**src/rtl/bcd_adder_if.sv**
```systemverilog
// -----------------------------------------------------------------------------
// bcd_adder_if
//   Operand/result bundle for one decimal digit stage.
//
//   A    [3:0]  addend digit (nominally 0-9, any value accepted)
//   B    [3:0]  addend digit (nominally 0-9, any value accepted)
//   Cin         decimal carry-in
//   Sum  [7:0]  packed BCD result: [7:4] tens digit, [3:0] units digit
//   err         operand out of BCD range flag
//
//   master: drives operands, observes result (datapath / testbench side)
//   slave : consumes operands, drives result (the adder itself)
// -----------------------------------------------------------------------------
interface bcd_adder_if;
    logic [3:0] A;
    logic [3:0] B;
    logic       Cin;
    logic [7:0] Sum;
    logic       err;

    modport master (
        output A,
        output B,
        output Cin,
        input  Sum,
        input  err
    );

    modport slave (
        input  A,
        input  B,
        input  Cin,
        output Sum,
        output err
    );
endinterface : bcd_adder_if

```
**src/rtl/bcd_adder.sv**
```systemverilog
// -----------------------------------------------------------------------------
// bcd_adder
//   Single-digit BCD adder with registered output. Adds two 4-bit digits and a
//   carry-in, and presents the total as a two-digit packed BCD value one clock
//   after the operands are sampled. Non-BCD operands are still summed exactly
//   (tens digit may reach 3) and are reported on err.
//
//   clk        rising-edge clock
//   rst        synchronous, active-high reset; clears Sum and err
//   bus.A/B    addend digits
//   bus.Cin    decimal carry-in
//   bus.Sum    registered packed BCD result
//   bus.err    registered flag: A > 9 or B > 9 in the sampled operands
// -----------------------------------------------------------------------------
module bcd_adder (
    input  logic         clk,
    input  logic         rst,
    bcd_adder_if.slave   bus
);

    logic [4:0] total;     // binary A + B + Cin, 0..31
    logic [1:0] tens;      // T / 10, 0..3
    logic [4:0] rem;       // T % 10, always < 10 after correction
    logic [3:0] units;
    logic       bad_digit;

    // Widen before adding so the carry out of the 4-bit operands is kept.
    assign total = {1'b0, bus.A} + {1'b0, bus.B} + {4'b0000, bus.Cin};

    // Divide by ten with a threshold ladder: the total never exceeds 31, so
    // the tens digit is one of four values and no general divider is needed.
    // For T <= 19 this reduces to the classic "add 6 when above 9" correction.
    // NOTE: every output of a combinational block gets a default first so that
    // no path leaves it unassigned and a latch cannot be inferred.
    always_comb begin
        tens = 2'd0;
        rem  = total;
        if (total >= 5'd30) begin
            tens = 2'd3;
            rem  = total - 5'd30;
        end else if (total >= 5'd20) begin
            tens = 2'd2;
            rem  = total - 5'd20;
        end else if (total >= 5'd10) begin
            tens = 2'd1;
            rem  = total - 5'd10;
        end
    end

    assign units     = rem[3:0];
    assign bad_digit = (bus.A > 4'd9) || (bus.B > 4'd9);

    // Reset takes priority over capture; the operand in flight is dropped.
    // NOTE: registers are updated with non-blocking assignments so every
    // flop samples pre-edge values regardless of statement order.
    always_ff @(posedge clk) begin
        if (rst) begin
            bus.Sum <= 8'h00;
            bus.err <= 1'b0;
        end else begin
            bus.Sum <= {2'b00, tens, units};
            bus.err <= bad_digit;
        end
    end

endmodule : bcd_adder

```
**src/flat_wrapper.sv**
```systemverilog
// flat-port wrapper written by rule: the top's interface ports become plain ports
module bcd_adder_flat 
  (clk, rst, bus_A, bus_B, bus_Cin, bus_Sum, bus_err);
  bcd_adder_if bus_i ();
  input  logic clk;
  input  logic rst;
  input wire logic [$bits(bus_i.A)-1:0] bus_A;
  input wire logic [$bits(bus_i.B)-1:0] bus_B;
  input wire logic [$bits(bus_i.Cin)-1:0] bus_Cin;
  output wire logic [$bits(bus_i.Sum)-1:0] bus_Sum;
  output wire logic [$bits(bus_i.err)-1:0] bus_err;
  assign bus_i.A = bus_A;
  assign bus_i.B = bus_B;
  assign bus_i.Cin = bus_Cin;
  assign bus_Sum = bus_i.Sum;
  assign bus_err = bus_i.err;
  bcd_adder u_core (.clk(clk), .rst(rst), .bus(bus_i));
endmodule
```
**config.mk**
```make
export PLATFORM = sky130hd
export DESIGN_NAME = bcd_adder_flat
export DESIGN_NICKNAME = d
export VERILOG_FILES = /design/src/rtl/bcd_adder_if.sv /design/src/rtl/bcd_adder.sv /design/src/flat_wrapper.sv
export SDC_FILE = /design/constraint.sdc
export NUM_CORES = 1
export LEC_CHECK = 0
export CAP_MARGIN = 30
export CORE_UTILIZATION = 42
export DETAILED_ROUTE_END_ITERATION = 8
export PLACE_DENSITY = 0.74
export SYNTH_ARGS = -nofsm -noshare
export SYNTH_HDL_FRONTEND = slang
export SYNTH_SLANG_ARGS = --single-unit
export TNS_END_PERCENT = 30
```
**constraint.sdc**
```tcl
create_clock -name clk -period 3.45 [get_ports clk]
set_clock_uncertainty 0.1 [all_clocks]
set_input_delay 0.345 -clock clk [delete_from_list [all_inputs] [get_ports clk]]
set_output_delay 0.345 -clock clk [all_outputs]
set_load 0.01 [all_outputs]
```
== Word-level counts from Yosys, hierarchy flattened ==
Cells that the tools add are included.
Storage, ports and cells
  register bits: 9
  input port bits: 11
  logic and storage cells: 20
  output and inout bits: 9
Operators by class
  add/subtract/negate cells: 5
  $lt $le $gt $ge: 5
  mux-type cells: 6
  reduce and logical (&&, ||, !) cells: 1
Operators by type and width (number)
  4-bit two-way mux: 3
  5-bit greater-or-equal comparator, second input constant: 2
  4-bit greater-than comparator, second input constant: 2
  4-bit subtractor, second input constant: 2
  4-bit by 4-bit adder with 5-bit output: 1
  5-bit by 1-bit adder with 5-bit output: 1
  5-bit by 4-bit greater-or-equal comparator with 1-bit output, second input constant: 1
  2-bit two-way mux: 2
  4-bit by 3-bit subtractor with 4-bit output, second input constant: 1
  1-bit logical OR: 1
  1-bit two-way mux: 1

== Logic depth before layout (Yosys ltp) ==
Gate-level depths: netlist of run 1.
  depth in word-level cells: 6
  gate-level depth with buffers: 11
  gate-level depth less buffers: 11

== Worst setup path after synthesis of run 1 ==
Ideal clock, no wire load.
  path kind: input to register
  start point: input bus_Cin
  end point: register u_core.bus.Sum[1]
  data required time: 3.229 ns
  buffers on the path: 0
  data arrival time: 2.483 ns
  cell stages on the path: 11
  library setup time: 0.121 ns
  slack: 0.746 ns
  cells stage by stage: fa_1 > inv_1 > fa_1 > xnor2_1 > inv_1 > ha_1 > inv_1 > o21ai_0 > mux2_2 > a21oi_2 > mux2_4
On the way
  longest elaborated chain between the ends: 5
  elaborated cells between the ends (all ways): 10
  classes of those cells: 4 x add/sub; 3 x order compare; 3 x mux
Ends and longest elaborated chain
  start, declared: line flat_wrapper.sv:9  | input wire logic [$bits(bus_i.Cin)-1:0] bus_Cin;
  5-bit by 1-bit adder with 5-bit output (*): line bcd_adder.sv:28  | assign total = {1'b0, bus.A} + {1'b0, bus.B} + {4'b0000, bus.Cin};
  4-bit subtractor or 5-bit by 4-bit greater-or-equal comparator with 1-bit output (tied branches): line bcd_adder.sv:46, bcd_adder.sv:44
  4-bit two-way mux: line bcd_adder.sv:44  | end else if (total >= 5'd10) begin
  4-bit two-way mux: line bcd_adder.sv:41  | end else if (total >= 5'd20) begin
  4-bit two-way mux (*): line bcd_adder.sv:38  | if (total >= 5'd30) begin
  end signal, assigned: line bcd_adder.sv:61  | bus.Sum <= {2'b00, tens, units};
  end, declared: line bcd_adder_if.sv:33  | output Sum,
Mark *: on every way between the ends. The rest lies on a longest branch, timed or not.
A chain may end at the register's enable or synchronous reset.

== Worst setup path in the final report of run 1 ==
Same ends and word-level chain as after synthesis.

==> run_results.csv, run 1 <==
group,metric,value,unit
critical_path,worst_ep_arrival_time,3.02,ns
routing,via_count,557,
floorplan,fp.coreArea,1330,um2
synthesis,synth_edf_count,0,
critical_path,required,3.48,ns
status,status,"completed",
synthesis,ys.flop_type,"dfxtp_1",
routing,drc,0,
clock_tree,ctsHoldBuffers,0,
synthesis,synth_cell_types,32,
synthesis,yosysSeqAreaShare,22.4,%
sta,fin_crit_sh,86.9,%
pwr,powerDensity,420,nW/um2
clock_tree,cts.sinks,7,
cells_and_area,n_antenna_cell,0,
pwr,intPower,235,uW
place,io_buffers,17,
cells_and_area,design_area,840,um2
sta,setup_tns,0,ns
sta,fin_crit,3.00,ns
critical_path,start_kind,"primary input",
sta,fmax,334,MHz
floorplan,io_pins,20,
clock_tree,cts_max_level,1,
synthesis,ys_ff_latch,7,
synthesis,syn-cell-area,624,um2
global_routing,grtUsageTotal,18.8,%
clock_tree,clk_pin_slew_worst_paths,0.05,ns
pwr,netSwitchingPower,118,uW
sta,finalHoldViolCount,0,
critical_path,crit_path_max_fanout,4,
synthesis,yosys_warnings,0,
routing,wirelength,1230,um
critical_path,critical_path_class,"in -> reg",
clock_tree,cts_max_path_buffers,2,
cells_and_area,layout_commonest_cell,"clkdlybuf4s50_1",
place,place_congestion,0.811,
pwr,pwr-share-clk,19.6,%
sta,slew_violations,0,
sta,hold_slack,0.651,ns
pwr,swShare,33.3,%
routing,viasPerCell,5.30,
flow_run,maxCapViolCount,0,
pwr,power_frac_seq,27.6,%
cells_and_area,area_growth,34.5,%
cells_and_area,layout-drive-gt1-share,17.8,%
global_routing,globalRouteOverflowTotal,0,
routing,first_pass_iters,2,
pwr,power_leakage,0.362,nW
global_routing,grt_pass1_wl,2030,um
routing,postRouteAntennaNets,0,
clock_tree,cts_resized,0,
floorplan,start_util,46.8,%
floorplan,core.rowCount,13,
synthesis,syn-instance-count,69,
clock_tree,cts_buffers,3,
global_routing,antenna_found_initial,0,
critical_path,cp-end-kind,"flop",
clock_tree,post_cts_buffers,0,
floorplan,die_y,40.6,um
synthesis,post_synth.cell_area_avg,9.05,um2
floorplan,design.die.area,1640,um2
global_routing,grt_pass1_vias,525,
place,dpl_cell_area,813,um2
place,hpwl,1090,um
sta,finalSetupViolations,0,
pwr,p_comb_share,52.8,%
pwr,finalPower,353,uW
floorplan,fp.dieW,40.6,um
routing,drtIter0Drc,4,
pwr,ir_drop,0.161,mV
hold_path,min_path_type,"in -> reg",
sta,rsz0062_at_grt,"no",
routing,wl_per_cell,11.7,um
clock_tree,cts_tree,"done",
cells_and_area,final_cell_mix,"17 x clkdlybuf4s50_1, 10 x inv_1, 7 x nor2_1, 7 x ha_1, 7 x dfxtp_1",
global_routing,grt_start_max_net_pins,10,
synthesis,synthArstFlopShare,0,%
clock_tree,root_buffer,"clkbuf_4",
cells_and_area,final_nets,111,
## flip-flops by register name, indices dropped and copies added (netlist names)
register,cells
u_core.bus.Sum,6
u_core.bus.err,1
## path summary, 6_finish.rpt
path | start | end | depth (start not counted)
max | bus_Cin | u_core.bus.Sum[1] | 11
min | bus_B[3] | u_core.bus.err | 3
## layout make-up
| type | instances | area, um2 |
|---|---|---|
| Timing Repair Buffer | 19 | 185 |
| Multi-Input combinational cell | 50 | 432 |
| Inverter | 10 | 37.5 |
| Tap cell | 15 | 18.8 |
| Fill cell | 121 | 494 |
| Sequential cell | 7 | 140 |
| Clock buffer | 4 | 26.3 |
## power groups by stage
stage          combinational, mW  sequential, mW  clock, mW
2_1_floorplan              0.113           0.106          0
3_3_place_gp               0.182          0.0989          0
3_5_place_dp               0.187          0.0995          0
4_1_cts                    0.187          0.0979     0.0720
5_1_grt                    0.210          0.0994     0.0804
6_report                   0.186          0.0975     0.0691
## logic make-up after synthesis
| group | share of synthesized area [%] |
|---|---|
| AO/OA/AOI/OAI | 25.6 |
| XOR/XNOR | 1.40 |
| adder cells (fa/ha/maj) | 20.4 |
| buffers and inverters | 9.02 |
| flip-flops | 22.4 |
| multiplexers | 5.81 |
| other | 0.601 |
| AND/OR/NAND/NOR | 14.6 |
## cells in the mapped netlist, types with 2 or more instances
cell type	n	area [um2]
inv_1	10	37.5
dfxtp_1	7	140
ha_1	7	87.6
nor2_1	7	26.3
a21oi_1	3	15.0
o21ai_0	3	15.0
a211oi_2	2	25.0
buf_4	2	15.0
fa_1	2	40.0
nand2b_1	2	12.5
o211ai_1	2	15.0
o21bai_1	2	15.0
## critical path, stage by stage
cell             delay [ns]
clkdlybuf4s50_1        0.43
fa_1                   0.46
inv_1                  0.08
fa_1                   0.48
inv_1                  0.14
ha_1                   0.15
inv_1                  0.03
o21ai_0                0.30
mux2_2                 0.24
a21oi_2                0.07
mux2_4                 0.30
## metal layers
metal,wire [um],up-vias,global-route usage (%)
li1,-,284,-
met1,494,257,19.7
met2,687,16,36.1
met3,43,0,1.67
met4,0,0,10.0
met5,0,-,0
## through the flow
stage	util (%)	instances	setup slack, ns
after CTS	62.9	105	0.469
after detailed placement	61.0	101	0.215
after global placement	61.0	101	0.225
after floorplan	-	70	0.746
final	62.9	105	0.452
after global routing	62.9	105	0.315
No activity file was read; power rests on OpenSTA's default activity.
==> run 2, diff against run 1 <==
--- a/config.mk
+++ b/config.mk
@@ -9,6 +9,7 @@
 export CORE_UTILIZATION = 42
 export DETAILED_ROUTE_END_ITERATION = 8
 export PLACE_DENSITY = 0.74
+export SLEW_MARGIN = 20
 export SYNTH_ARGS = -nofsm -noshare
 export SYNTH_HDL_FRONTEND = slang
 export SYNTH_SLANG_ARGS = --single-unit
==> results of run 2 <==
Same layout as run 1: the final DEF is identical, and so are final timing and power.
==> run 3, diff against run 2 <==
--- a/config.mk
+++ b/config.mk
@@ -7,6 +7,7 @@
 export LEC_CHECK = 0
 export CAP_MARGIN = 30
 export CORE_UTILIZATION = 42
+export CTS_CLUSTER_SIZE = 16
 export DETAILED_ROUTE_END_ITERATION = 8
 export PLACE_DENSITY = 0.74
 export SLEW_MARGIN = 20
==> results of run 3 <==
Same layout as run 1: the final DEF is identical, and so are final timing and power.
